<file path="src/rtl/bpsk_modulator_if.sv">
`default_nettype none
// ============================================================================
// Module      : bpsk_modulator_if
// Description : Bit-in / sample-out stream bundle of the BPSK modulator.
//               The slave side is the modulator; the master side feeds data
//               bits and consumes modulated samples.
// Revision    : 1.0 - initial release
// ============================================================================
interface bpsk_modulator_if;
   logic              din_bit;
   logic              din_valid;
   logic              din_ready;
   logic signed [7:0] dout;
   logic              dout_valid;

   modport master (
      output din_bit,
      output din_valid,
      input  din_ready,
      input  dout,
      input  dout_valid
   );

   modport slave (
      input  din_bit,
      input  din_valid,
      output din_ready,
      output dout,
      output dout_valid
   );
endinterface
`default_nettype wire

</file>
<file path="src/rtl/bpsk_modulator.sv">
`default_nettype none
// ============================================================================
// Module      : bpsk_modulator
// Description : BPSK transmitter. One data bit per symbol is accepted over a
//               valid/ready handshake, mapped to a 0 / pi carrier phase and
//               multiplied onto a phase-accumulator sine carrier. Output is
//               signed 8-bit samples, SYM_DIV samples per bit, 2-cycle latency.
//               Optional feature macro: BPSK_DIFF_ENC_EN (differential
//               encoding of the transmitted symbols).
// Revision    : 1.0 - initial release
// ============================================================================
module bpsk_modulator #(
   parameter int unsigned SYM_DIV = 8,
   parameter int unsigned PHASE_W = 30
) (
   input  wire logic               clk,
   input  wire logic               rst,
   input  wire logic [PHASE_W-1:0] carrier,
   bpsk_modulator_if.slave         bus
);

   localparam int unsigned          c_CNT_W    = (SYM_DIV > 2) ? $clog2(SYM_DIV) : 1;
   localparam logic [c_CNT_W-1:0]   c_SYM_LAST = c_CNT_W'(SYM_DIV - 1);
   localparam logic [c_CNT_W-1:0]   c_CNT_ONE  = c_CNT_W'(1);

   typedef enum logic [0:0] {
      S_IDLE = 1'b0,
      S_SEND = 1'b1
   } state_t;

   // Quarter-wave table: round(127*sin(pi*a/128)) for a = 0..64.
   function automatic logic [6:0] f_qsin(input logic [6:0] a);
      case (a)
         7'd0:  f_qsin = 7'd0;   7'd1:  f_qsin = 7'd3;   7'd2:  f_qsin = 7'd6;
         7'd3:  f_qsin = 7'd9;   7'd4:  f_qsin = 7'd12;  7'd5:  f_qsin = 7'd16;
         7'd6:  f_qsin = 7'd19;  7'd7:  f_qsin = 7'd22;  7'd8:  f_qsin = 7'd25;
         7'd9:  f_qsin = 7'd28;  7'd10: f_qsin = 7'd31;  7'd11: f_qsin = 7'd34;
         7'd12: f_qsin = 7'd37;  7'd13: f_qsin = 7'd40;  7'd14: f_qsin = 7'd43;
         7'd15: f_qsin = 7'd46;  7'd16: f_qsin = 7'd49;  7'd17: f_qsin = 7'd51;
         7'd18: f_qsin = 7'd54;  7'd19: f_qsin = 7'd57;  7'd20: f_qsin = 7'd60;
         7'd21: f_qsin = 7'd63;  7'd22: f_qsin = 7'd65;  7'd23: f_qsin = 7'd68;
         7'd24: f_qsin = 7'd71;  7'd25: f_qsin = 7'd73;  7'd26: f_qsin = 7'd76;
         7'd27: f_qsin = 7'd78;  7'd28: f_qsin = 7'd81;  7'd29: f_qsin = 7'd83;
         7'd30: f_qsin = 7'd85;  7'd31: f_qsin = 7'd88;  7'd32: f_qsin = 7'd90;
         7'd33: f_qsin = 7'd92;  7'd34: f_qsin = 7'd94;  7'd35: f_qsin = 7'd96;
         7'd36: f_qsin = 7'd98;  7'd37: f_qsin = 7'd100; 7'd38: f_qsin = 7'd102;
         7'd39: f_qsin = 7'd104; 7'd40: f_qsin = 7'd106; 7'd41: f_qsin = 7'd107;
         7'd42: f_qsin = 7'd109; 7'd43: f_qsin = 7'd111; 7'd44: f_qsin = 7'd112;
         7'd45: f_qsin = 7'd113; 7'd46: f_qsin = 7'd115; 7'd47: f_qsin = 7'd116;
         7'd48: f_qsin = 7'd117; 7'd49: f_qsin = 7'd118; 7'd50: f_qsin = 7'd120;
         7'd51: f_qsin = 7'd121; 7'd52: f_qsin = 7'd122; 7'd53: f_qsin = 7'd122;
         7'd54: f_qsin = 7'd123; 7'd55: f_qsin = 7'd124; 7'd56: f_qsin = 7'd125;
         7'd57: f_qsin = 7'd125; 7'd58: f_qsin = 7'd126; 7'd59: f_qsin = 7'd126;
         7'd60: f_qsin = 7'd126; 7'd61: f_qsin = 7'd127; 7'd62: f_qsin = 7'd127;
         7'd63: f_qsin = 7'd127; 7'd64: f_qsin = 7'd127;
         default: f_qsin = 7'd0;
      endcase
   endfunction

   // Full-wave sine from the quarter table by mirror (odd quadrants) and
   // sign (upper half). Range is symmetric, so -128 never appears.
   function automatic logic signed [7:0] f_sine(input logic [7:0] idx);
      logic [6:0] a;
      logic [6:0] m;
      a = idx[6] ? (7'd64 - {1'b0, idx[5:0]}) : {1'b0, idx[5:0]};
      m = f_qsin(a);
      f_sine = idx[7] ? -$signed({1'b0, m}) : $signed({1'b0, m});
   endfunction

   state_t              r_state;
   state_t              w_state_nxt;
   logic [c_CNT_W-1:0]  r_sym_cnt;
   logic [c_CNT_W-1:0]  w_cnt_nxt;
   logic                r_rst_done;
   logic                r_sym;
   logic                w_sym_new;
   logic                w_ready;
   logic                w_load;
   logic [PHASE_W-1:0]  r_acc;
   logic signed [7:0]   w_lut;
   logic signed [7:0]   r_s1_smp;
   logic                r_s1_neg;
   logic                r_s1_val;
   logic signed [7:0]   r_dout;
   logic                r_dout_valid;

`ifdef BPSK_DIFF_ENC_EN
   logic                r_diff;

   // Differential symbol: new bit XOR previously transmitted symbol.
   assign w_sym_new = bus.din_bit ^ r_diff;

   // Last transmitted symbol; survives idle gaps, only reset clears it.
   always_ff @(posedge clk or posedge rst) begin
      if (rst) begin
         r_diff <= 1'b0;
      end else if (w_load) begin
         r_diff <= w_sym_new;
      end
   end
`else
   assign w_sym_new = bus.din_bit;
`endif

   // Free-running carrier phase; never cleared except by reset.
   always_ff @(posedge clk or posedge rst) begin
      if (rst) begin
         r_acc <= '0;
      end else begin
         r_acc <= r_acc + carrier;
      end
   end

   assign w_lut = f_sine(r_acc[PHASE_W-1 -: 8]);

   // FSM state, symbol counter, latched symbol and post-reset ready enable.
   always_ff @(posedge clk or posedge rst) begin
      if (rst) begin
         r_state    <= S_IDLE;
         r_sym_cnt  <= '0;
         r_sym      <= 1'b0;
         r_rst_done <= 1'b0;
      end else begin
         r_state    <= w_state_nxt;
         r_sym_cnt  <= w_cnt_nxt;
         r_rst_done <= 1'b1;
         if (w_load) begin
            r_sym <= w_sym_new;
         end
      end
   end

   // Next state, counter and handshake; a bit is taken only on a ready cycle.
   always_comb begin
      w_state_nxt = r_state;
      w_cnt_nxt   = r_sym_cnt;
      w_ready     = 1'b0;
      w_load      = 1'b0;
      case (r_state)
         S_IDLE: begin
            w_ready   = r_rst_done;
            w_cnt_nxt = '0;
            if (bus.din_valid && r_rst_done) begin
               w_load      = 1'b1;
               w_state_nxt = S_SEND;
            end
         end
         S_SEND: begin
            if (r_sym_cnt == c_SYM_LAST) begin
               w_ready   = 1'b1;
               w_cnt_nxt = '0;
               if (bus.din_valid) begin
                  w_load = 1'b1;
               end else begin
                  w_state_nxt = S_IDLE;
               end
            end else begin
               w_cnt_nxt = r_sym_cnt + c_CNT_ONE;
            end
         end
         default: begin
            w_state_nxt = S_IDLE;
            w_cnt_nxt   = '0;
         end
      endcase
   end

   // Two-stage output pipe: LUT sample tagged with sign/enable, then modulate.
   always_ff @(posedge clk or posedge rst) begin
      if (rst) begin
         r_s1_smp     <= '0;
         r_s1_neg     <= 1'b0;
         r_s1_val     <= 1'b0;
         r_dout       <= '0;
         r_dout_valid <= 1'b0;
      end else begin
         r_s1_smp     <= w_lut;
         r_s1_neg     <= r_sym;
         r_s1_val     <= (r_state == S_SEND);
         r_dout_valid <= r_s1_val;
         if (!r_s1_val) begin
            r_dout <= '0;
         end else if (r_s1_neg) begin
            r_dout <= -r_s1_smp;
         end else begin
            r_dout <= r_s1_smp;
         end
      end
   end

   assign bus.din_ready  = w_ready;
   assign bus.dout       = r_dout;
   assign bus.dout_valid = r_dout_valid;

endmodule
`default_nettype wire

</file>
<file path="src/flat_wrapper.sv">
// flat-port wrapper written by rule: the top's interface ports become plain ports
module bpsk_modulator_flat 
#(
   parameter int unsigned SYM_DIV = 8,
   parameter int unsigned PHASE_W = 30
)
  (clk, rst, carrier, bus_din_bit, bus_din_valid, bus_din_ready, bus_dout, bus_dout_valid);
  bpsk_modulator_if bus_i ();
  input  wire logic clk;
  input  wire logic rst;
  input  wire logic [PHASE_W-1:0] carrier;
  input wire logic [$bits(bus_i.din_bit)-1:0] bus_din_bit;
  input wire logic [$bits(bus_i.din_valid)-1:0] bus_din_valid;
  output wire logic [$bits(bus_i.din_ready)-1:0] bus_din_ready;
  output wire logic [$bits(bus_i.dout)-1:0] bus_dout;
  output wire logic [$bits(bus_i.dout_valid)-1:0] bus_dout_valid;
  assign bus_i.din_bit = bus_din_bit;
  assign bus_i.din_valid = bus_din_valid;
  assign bus_din_ready = bus_i.din_ready;
  assign bus_dout = bus_i.dout;
  assign bus_dout_valid = bus_i.dout_valid;
  bpsk_modulator #(.SYM_DIV(SYM_DIV), .PHASE_W(PHASE_W)) u_core (.clk(clk), .rst(rst), .carrier(carrier), .bus(bus_i));
endmodule
</file>
<file path="config.mk">
export PLATFORM = sky130hd
export DESIGN_NAME = bpsk_modulator_flat
export DESIGN_NICKNAME = d
export VERILOG_FILES = /design/src/rtl/bpsk_modulator_if.sv /design/src/rtl/bpsk_modulator.sv /design/src/flat_wrapper.sv
export SDC_FILE = /design/constraint.sdc
export NUM_CORES = 1
export LEC_CHECK = 0
export ABC_AREA = 1
export CORE_MARGIN = 5
export CORE_UTILIZATION = 58
export DETAILED_ROUTE_END_ITERATION = 8
export PLACE_DENSITY = 0.81
export SYNTH_ARGS = -nofsm -noshare
export SYNTH_HDL_FRONTEND = slang
export SYNTH_SLANG_ARGS = --single-unit
</file>
<file path="constraint.sdc">
create_clock -name clk -period 3.92 [get_ports clk]
set_clock_uncertainty 0.1 [all_clocks]
set_input_delay 0.784 -clock clk [delete_from_list [all_inputs] [get_ports clk]]
set_output_delay 0.784 -clock clk [all_outputs]
set_load 0.02 [all_outputs]
</file>
==> impl_metrics.csv, run 1 <==
group,metric,value,unit
outcome,status,"finished, final reports clean",
timing,hold_viol_final,0,
global_route,grtUsageMet1,0.281,
timing,slew_headroom,0.545,
clocking,clockBufferDepth,2,
logic_synthesis,synth_top_family_by_area,"simple AND/OR/NAND/NOR gates",
routing,via_per_inst,5.54,
worst_hold_path,min_from,"u_core.r_sym",
logic_synthesis,ys_async_sr_fraction,1.00,
logic_synthesis,ys_types,40,
final_layout,regArea,1380,um^2
clocking,clk_pin_slew_worst_paths,0.10,ns
logic_synthesis,synthSimpleGateAreaFrac,0.296,
global_route,top_usage_layer,"met2",
global_route,grtUsageMet2,0.430,
floorplanning,rows,31,
clocking,cts_hold_buf,0,
critical_path,critPathKind,"reg -> reg",
place,place_congestion,0.919,
routing,wl_per_cell,13.5,um
timing,finalCritPeriodShare,0.842,
timing,max_freq,303,MHz
logic_synthesis,netlist_instances,584,
timing,period_minus_slack,3.30,ns
logic_synthesis,ys_warn_count,0,
final_layout,area.growth.synth_to_final,15.5,%
logic_synthesis,synth_top_area_share,0.326,
logic_synthesis,synth_mux_area_frac,0,
logic_synthesis,synth_compound_gate_area_share,0.119,
critical_path,worstSetupStartpointType,"flop",
final_layout,drive_gt1_frac,0.0490,
clocking,clock-sinks,55,
worst_hold_path,min_path_type,"reg -> reg",
global_route,grt_use_met3,0.0450,
clocking,insertion_delay,0.32,ns
final_layout,diodes,0,
critical_path,crit_fanout,8,
clocking,cts_made_buffers,5,
clocking,cts_resized,0,
logic_synthesis,synth_area,4220,um^2
final_layout,nNetsFinal,707,
floorplanning,core-area,7180,um^2
floorplanning,die_w,95.3,um
logic_synthesis,synth-edff-count,0,
global_route,grt_pass1_wl,17.1,mm
critical_path,required,4.04,ns
routing,drc,0,
final_layout,fillers,616,
global_route,grt_max_degree,34,
place,hpwl,7.92,mm
place,io_buffers,43,
floorplanning,dieHeight,95.3,um
floorplanning,die_area,9080,um^2
timing,fin_setup_tns,0,ns
logic_synthesis,synth_xor_area_frac,0.0602,
job,drv_cap,0,
logic_synthesis,synthTopCellsByArea,"dfrtp_1 33%, nand2_1 13%, ha_1 12%, nand3_1 6.2%, inv_1 6.0%",
timing,setup_viol,0,
routing,totalWireLength,9.88,mm
routing,drt-pass1-iter-count,4,
global_route,overflow,0,
timing,tightest_slew,0.682,ns
global_route,antenna_found_initial,0,
routing,first_iter_violations,180,
critical_path,reg2reg_slack,0.62,ns
global_route,grt_usage,0.236,
critical_path,worstSetupStartpoint,"u_core.r_acc[22]",
logic_synthesis,ys_ff_latch,55,
clocking,root_buffer,"clkbuf_8",
routing,route.vias.total,4055,
floorplanning,pin_count,44,
logic_synthesis,synth_ff_type,"dfrtp_1",
clocking,htree_levels,2,
critical_path,crit_arrival,3.42,ns
logic_synthesis,synth_nets,659,
global_route,grt_pass1_vias,3971,
clocking,postCtsSetupBuffers,0,
routing,antenna_left,0,
logic_synthesis,synthAdderAreaFrac,0.123,
timing,drv_slew,0,
floorplanning,start_util,0.588,
logic_synthesis,yosys.area.top_type,"dfrtp_1",
critical_path,critPathCaptureType,"flop",
critical_path,r2r_start,"u_core.r_acc[22]",
clocking,cts_tree,"done",
final_layout,multi_input_area,2530,um^2
logic_synthesis,avgSynthCellArea,7.23,um^2
logic_synthesis,yosysSeqAreaShare,0.326,
timing,rsz0062_at_grt,"false",
## path summary, 6_finish.rpt
check / end / cells past startpoint
min in group asynchronous: u_core.r_state / 2
max reg2reg: u_core.r_s1_smp[6] / 20
min: u_core.r_s1_neg / 0
max in group asynchronous: u_core.r_s1_smp[3] / 3
max: u_core.r_s1_smp[6] / 20
min reg2reg: u_core.r_s1_neg / 0
## cells in the final DEF, fill, tap and decap left out, types with 5 or more instances in the layout
cell type and instances:
nand2_2 5, nand4_1 7, xor2_1 17, nor2_1 51, nand3_1 52, ha_1 40
inv_2 6, xnor2_1 12, inv_1 67, nor3_1 9, clkbuf_8 5, dfrtp_1 55
a21oi_1 45, nand2_1 151, a31oi_1 7, clkdlybuf4s50_1 43, o21ai_0 26
## synthesized netlist by cell type (2+ instances only)
master and n:
nand2_1 151, inv_1 68, dfrtp_1 55, nand3_1 52, nor2_1 51, a21oi_1 45
ha_1 40, o21ai_0 26, xor2_1 17, xnor2_1 12, nor3_1 9, a31oi_1 7
nand4_1 7, inv_2 5, nand2_2 5, nand2_4 3, nor2_2 3, a21boi_0 2
a21o_1 2, and3_1 2, buf_6 2, o21ai_1 2
## per-stage QoR
stage | cells | util | hold WS (ns) | worst slack [ns] | area [um^2]
6_report | 732 | 0.679 | 0.315 | 0.620 | 4870
3_3_place_gp | 724 | 0.663 | 0.268 | 0.436 | 4760
5_1_grt | 732 | 0.679 | 0.316 | 0.303 | 4870
3_5_place_dp | 724 | 0.663 | 0.289 | 0.328 | 4760
4_1_cts | 732 | 0.679 | 0.314 | 0.639 | 4870
2_1_floorplan | 584 | - | 0.254 | 1.12 | 4220
## logic make-up after synthesis
group	count (synthesis)
compound gates	92
xor+xnor	29
fa+ha+maj	41
buf+inv	78
simple gates	288
flops	55
other cells	1
## per-layer routing
metal  vias up  routed length (um)
met4         0                 201
met1      1894                4050
met5         -                   0
li1       2018                   -
met2       123                5140
met3        20                 491
## area by class of cell
class                   count  share of cell area
inverters                  73              0.0562
multi-input cells         451               0.519
clock buffers               5              0.0141
clock inverters             3             0.00975
repair buffers             46              0.0929
flip-flops and latches     55               0.282
well taps                  99              0.0254
## sequential cells by signal, summed over array words and instances, names as in the netlist
| register | cells |
|---|---|
| u_core.r_rst_done | 1 |
| u_core.r_sym_cnt | 3 |
| u_core.r_sym | 1 |
| u_core.r_acc | 30 |
| u_core.bus.dout_valid | 1 |
| u_core.r_state | 1 |
| u_core.r_s1_val | 1 |
| u_core.r_s1_smp | 8 |
| u_core.r_s1_neg | 1 |
| u_core.bus.dout | 8 |
## critical path, stage by stage (launching register included)
cell,delay (ns)
dfrtp_1,0.40
inv_1,0.27
ha_1,0.29
nand2_1,0.08
o21ai_0,0.21
ha_1,0.30
inv_1,0.13
nand4_1,0.13
nand2_1,0.09
nand2_1,0.05
nand3_1,0.08
nand3_1,0.09
a21oi_1,0.24
ha_1,0.19
inv_1,0.06
a21oi_1,0.15
nand3_1,0.12
nand2_1,0.08
nand2_1,0.05
nand2_1,0.07
inv_1,0.04
Power of run 1 is not shown: default switching activity piles up to over one toggle a cycle in this logic, so the estimate is an artifact.
==> run 2, diff against run 1 <==
- CORE_UTILIZATION: 58 -> 52
- PLACE_DENSITY: 0.81 -> 0.77
- clock period: 3.92 -> 2.95 ns (I/O delays scaled with it)
==> run 2 against run 1 <==
Clock-buffer cell count stayed put. Worst hold slack got worse by 0.016 ns. Global-route usage down 2.5 points. Cell count grew 5.9%. Largest cell class unchanged.
==> impl_metrics.csv, run 2 (synthesis gave the netlist of run 1 again) <==
group,metric,value,unit
outcome,status,"finished, final reports clean",
floorplanning,die_w,100,um
critical_path,critPathCaptureType,"flop",
clocking,clock-sinks,55,
floorplanning,rows,32,
global_route,grt_max_degree,20,
clocking,clk_pin_slew_worst_paths,0.11,ns
final_layout,area.growth.synth_to_final,23.8,%
clocking,clockBufferDepth,2,
clocking,htree_levels,2,
final_layout,layout_common_cells,"148 x nand2_1, 64 x inv_1, 55 x dfrtp_1",
clocking,cts_made_buffers,5,
floorplanning,dieHeight,100,um
global_route,grt_pass1_vias,3992,
clocking,cts_hold_buf,0,
final_layout,nNetsFinal,747,
clocking,cts_tree,"done",
place,dp_cells,767,
final_layout,stdcell_count,775,
job,drv_cap,0,
timing,period_minus_slack,2.80,ns
timing,finalCritPeriodShare,0.948,
timing,hold_viol_final,0,
final_layout,top_register,"u_core.r_acc",
worst_hold_path,min_from,"u_core.r_sym",
final_layout,drive_gt1_frac,0.128,
routing,via_per_inst,5.38,
critical_path,worstSetupStartpointType,"flop",
final_layout,fin_util,0.669,
critical_path,r2r.worst_path.cells,20,
routing,totalWireLength,10.4,mm
final_layout,multi_input_area,2600,um^2
routing,drc,0,
final_layout,largest_reg_flops,30,
critical_path,reg2reg_to,"u_core.r_s1_smp[6]",
critical_path,r2r_start,"u_core.r_acc[22]",
place,hpwl,8.40,mm
floorplanning,die_area,10000,um^2
timing,drv_slew,0,
routing,antenna_left,0,
timing,max_freq,358,MHz
clocking,insertion_delay,0.31,ns
worst_hold_path,hold_path_end,"u_core.r_s1_neg",
global_route,overflow,0,
global_route,grt_usage,0.210,
floorplanning,pin_count,44,
final_layout,layout.cells.most_common,"nand2_1",
clocking,root_buffer,"clkbuf_8",
worst_hold_path,min_path_cells,0,
critical_path,crit_arrival,2.92,ns
critical_path,crit_fanout,3,
routing,first_iter_violations,254,
timing,setup_viol,0,
routing,drt-pass1-iter-count,5,
place,place_congestion,0.951,
final_layout,fillers,681,
timing,rsz0062_at_grt,"true",
critical_path,reg2reg_slack,0.15,ns
timing,whs,0.300,ns
global_route,antenna_found_initial,0,
critical_path,required,3.07,ns
floorplanning,start_util,0.541,
place,io_buffers,43,
routing,route.vias.total,4170,
final_layout,diodes,0,
global_route,grt_pass1_wl,17.5,mm
floorplanning,core-area,7810,um^2
critical_path,critPathKind,"reg -> reg",
final_layout,regArea,1380,um^2
routing,wl_per_cell,13.5,um
clocking,postCtsSetupBuffers,0,
worst_hold_path,min_path_type,"reg -> reg",
[run 2: through the flow]
stage	setup slack, ns	area (um^2)	TNS [ns]
floorplan	0.164	4220	0
global placement	-0.0512	5060	-0.178
detailed placement	-0.120	5060	-0.696
CTS	0.00578	5160	0
global route	-0.0666	5230	-0.0666
finish	0.153	5230	0
[run 2: worst max-delay path, stage by stage, from the launching register on]
cell     delay, ns
dfrtp_1       0.41
inv_2         0.09
ha_2          0.27
nand2_2       0.10
o21ai_4       0.08
ha_2          0.20
inv_2         0.08
nand4_1       0.13
nand2_1       0.10
nand2_1       0.05
nand3_1       0.07
nand3_1       0.14
a21oi_4       0.19
ha_2          0.18
inv_1         0.05
a21oi_2       0.14
nand3_2       0.09
nand2_1       0.07
nand2_1       0.05
nand2_1       0.06
inv_1         0.04
[run 2: how the worst max path moves through the flow]
stage,slack (ns),endpoint,depth (start not counted),start
final,0.15,u_core.r_s1_smp[6],20,u_core.r_acc[22]
after global routing,-0.07,u_core.r_s1_smp[6],20,u_core.r_acc[23]
after CTS,0.006,u_core.r_s1_smp[6],20,u_core.r_acc[22]
after detailed placement,-0.12,u_core.r_acc[22],13,carrier[0]
after global placement,-0.05,u_core.r_acc[22],13,carrier[0]
after floorplan,0.16,u_core.r_s1_smp[6],20,u_core.r_acc[22]
[run 2: final cells by class]
cell class | instances | area share
Inverter | 73 | 0.0524
Clock inverter | 3 | 0.00479
Multi-Input combinational cell | 451 | 0.498
Timing Repair Buffer | 86 | 0.144
Clock buffer | 5 | 0.0132
Sequential cell | 55 | 0.263
Tap cell | 102 | 0.0244
[run 2: routing by layer]
layer | up-vias | wire [um] | share of wire | track usage
li1 | 2100 | - | - | -
met1 | 1921 | 4470 | 0.43 | 0.266
met2 | 135 | 5190 | 0.50 | 0.380
met3 | 14 | 625 | 0.060 | 0.0354
met4 | 0 | 146 | 0.014 | 0.0415
met5 | - | 0 | 0 | 0
[run 2: what timing repair did]
item                                    in CTS  in global routing
gates cloned                                 0                  0
resized for setup                            1                 19
endpoints found under the setup margin       1                  3
pin swaps                                    0                  3
Power of run 2 is left out for the same reason.
==> run 3, diff against run 2 <==
- CAP_MARGIN: default -> 15
- CORE_UTILIZATION: 52 -> 54
- CTS_BUF_LIST: default -> sky130_fd_sc_hd__clkbuf_4
- PLACE_DENSITY: 0.77 -> 0.8
==> run 3 against run 2 <==
Die area fell by 3.3%. Critical path depth fell by 8. Worst hold slack improved by 0.011 ns. Clock-buffer cell count did not move. Highest routed layer unchanged. Sequential cell count did not move. Register-to-register slack improved by 0.06 ns. Critical endpoint is now u_core.r_acc[22]. Global-route usage rose by 0.87 points. Non-clock buffer count fell by 4. Sequential share of layout area rose by 0.40 points. Design area fell by 1.5%. Wire length fell by 1.2%. Fmax rose by 0.85%.
==> impl_metrics.csv, run 3 (synthesis gave the netlist of run 1 again) <==
group,metric,value,unit
outcome,status,"finished, final reports clean",
clocking,insertion_delay,0.40,ns
place,place_ws,-0.214,ns
timing,setup_viol,0,
clocking,clock-sinks,55,
final_layout,stdcell_area,5150,um^2
clocking,clk_pin_slew_worst_paths,0.18,ns
global_route,grt_usage,0.219,
floorplanning,start_util,0.549,
global_route,grt_pass1_wl,17.9,mm
routing,antenna_left,0,
critical_path,worstSetupStartpointType,"input pin",
final_layout,nNetsFinal,743,
final_layout,largest_reg_flops,30,
place,postPlaceCellArea,5020,um^2
final_layout,drive_gt1_frac,0.115,
floorplanning,rows,32,
global_route,grt_max_degree,22,
clocking,root_buffer,"clkbuf_4",
critical_path,critPathKind,"in -> reg",
critical_path,crit_fanout,4,
job,drv_cap,0,
timing,period_minus_slack,2.77,ns
floorplanning,pin_count,44,
floorplanning,core-area,7690,um^2
final_layout,area.growth.synth_to_final,22.0,%
routing,totalWireLength,10.3,mm
routing,drt-pass1-iter-count,5,
timing,fin_setup_tns,0,ns
clocking,cts_made_buffers,5,
clocking,cts_tree,"done",
place,place_congestion,0.943,
timing,max_freq,361,MHz
timing,hold_viol_final,0,
timing,worst_slack,0.177,ns
place,hpwl,8.29,mm
timing,drv_slew,0,
floorplanning,die_area,9680,um^2
critical_path,max_stage_delay,0.46,ns
clocking,clockBufferDepth,2,
global_route,antenna_found_initial,0,
floorplanning,die_w,98.4,um
worst_hold_path,min_path_type,"reg -> reg",
final_layout,top_register,"u_core.r_acc",
final_layout,layout.cells.most_common,"nand2_1",
global_route,overflow,0,
routing,wl_per_cell,13.4,um
critical_path,slowest_stage,"clkdlybuf4s50_1",
critical_path,crit_arrival,3.01,ns
final_layout,layout_common_cells,"150 x nand2_1, 65 x inv_1, 55 x dfrtp_1",
final_layout,diodes,0,
floorplanning,dieHeight,98.4,um
routing,route.vias.total,4190,
clocking,htree_levels,2,
routing,via_per_inst,5.43,
clocking,cts_hold_buf,0,
routing,drc,0,
routing,first_iter_violations,287,
global_route,grt_pass1_vias,4121,
critical_path,critPathCaptureType,"flop",
timing,finalCritPeriodShare,0.940,
critical_path,worstPathCellList,"clkdlybuf4s50_1 -> ha_1 -> inv_1 -> fa_1 -> o21ai_2 -> a21oi_1 -> o21bai_1 -> a21oi_1 -> o21ai_0 -> nand2_1 -> nand2_1 -> xor2_1",
critical_path,required,3.19,ns
final_layout,fin_util,0.670,
place,io_buffers,43,
-- run 3: through the flow --
step	hold slack [ns]	instances
3_5_place_dp	0.273	761
2_1_floorplan	0.254	584
5_1_grt	0.326	771
4_1_cts	0.311	769
6_report	0.311	771
3_3_place_gp	0.275	761
-- run 3: path summary, 6_finish.rpt --
check / start / endpoint / slack (ns) / cells after the start
max in group asynchronous: rst / u_core.bus.dout[7] / 1.73 / 3
worst max register to register: u_core.r_acc[23] / u_core.r_s1_smp[6] / 0.21 / 18
worst min register to register: u_core.r_sym / u_core.r_s1_neg / 0.31 / 0
min in group asynchronous: rst / u_core.r_sym_cnt[1] / 0.39 / 2
worst min-delay path: u_core.r_sym / u_core.r_s1_neg / 0.31 / 0
worst max-delay path: carrier[0] / u_core.r_acc[22] / 0.18 / 12
-- run 3: worst max-delay path: cells and delay by family --
kind	cells	cell delay [ns]
AO/OA/AOI/OAI	5	1.02
adder cells (fa/ha/maj)	2	0.56
buffers and inverters	2	0.52
AND/OR/NAND/NOR	2	0.17
XOR/XNOR	1	0.15
-- run 3: final cells by class --
| cell class | instances | area, um^2 |
|---|---|---|
| Clock buffer | 5 | 37.5 |
| Clock inverter | 3 | 27.5 |
| Fill cell | 651 | 2540 |
| Inverter | 73 | 274 |
| Multi-Input combinational cell | 451 | 2580 |
| Sequential cell | 55 | 1380 |
| Tap cell | 102 | 128 |
| Timing Repair Buffer | 82 | 723 |
-- run 3: repair_timing --
item / CTS / global route
buffers inserted: 0 / 2
endpoints found under the setup margin: 1 / 3
pin swaps: 0 / 2
resized for setup: 1 / 13
-- run 3: metal layers --
metal	wire (um)	part of all wire	track usage
met5	0	0	0
met4	114	0.011	0.0504
met3	536	0.052	0.0450
met2	5340	0.52	0.386
met1	4310	0.42	0.275
Power of run 3 is left out for the same reason.
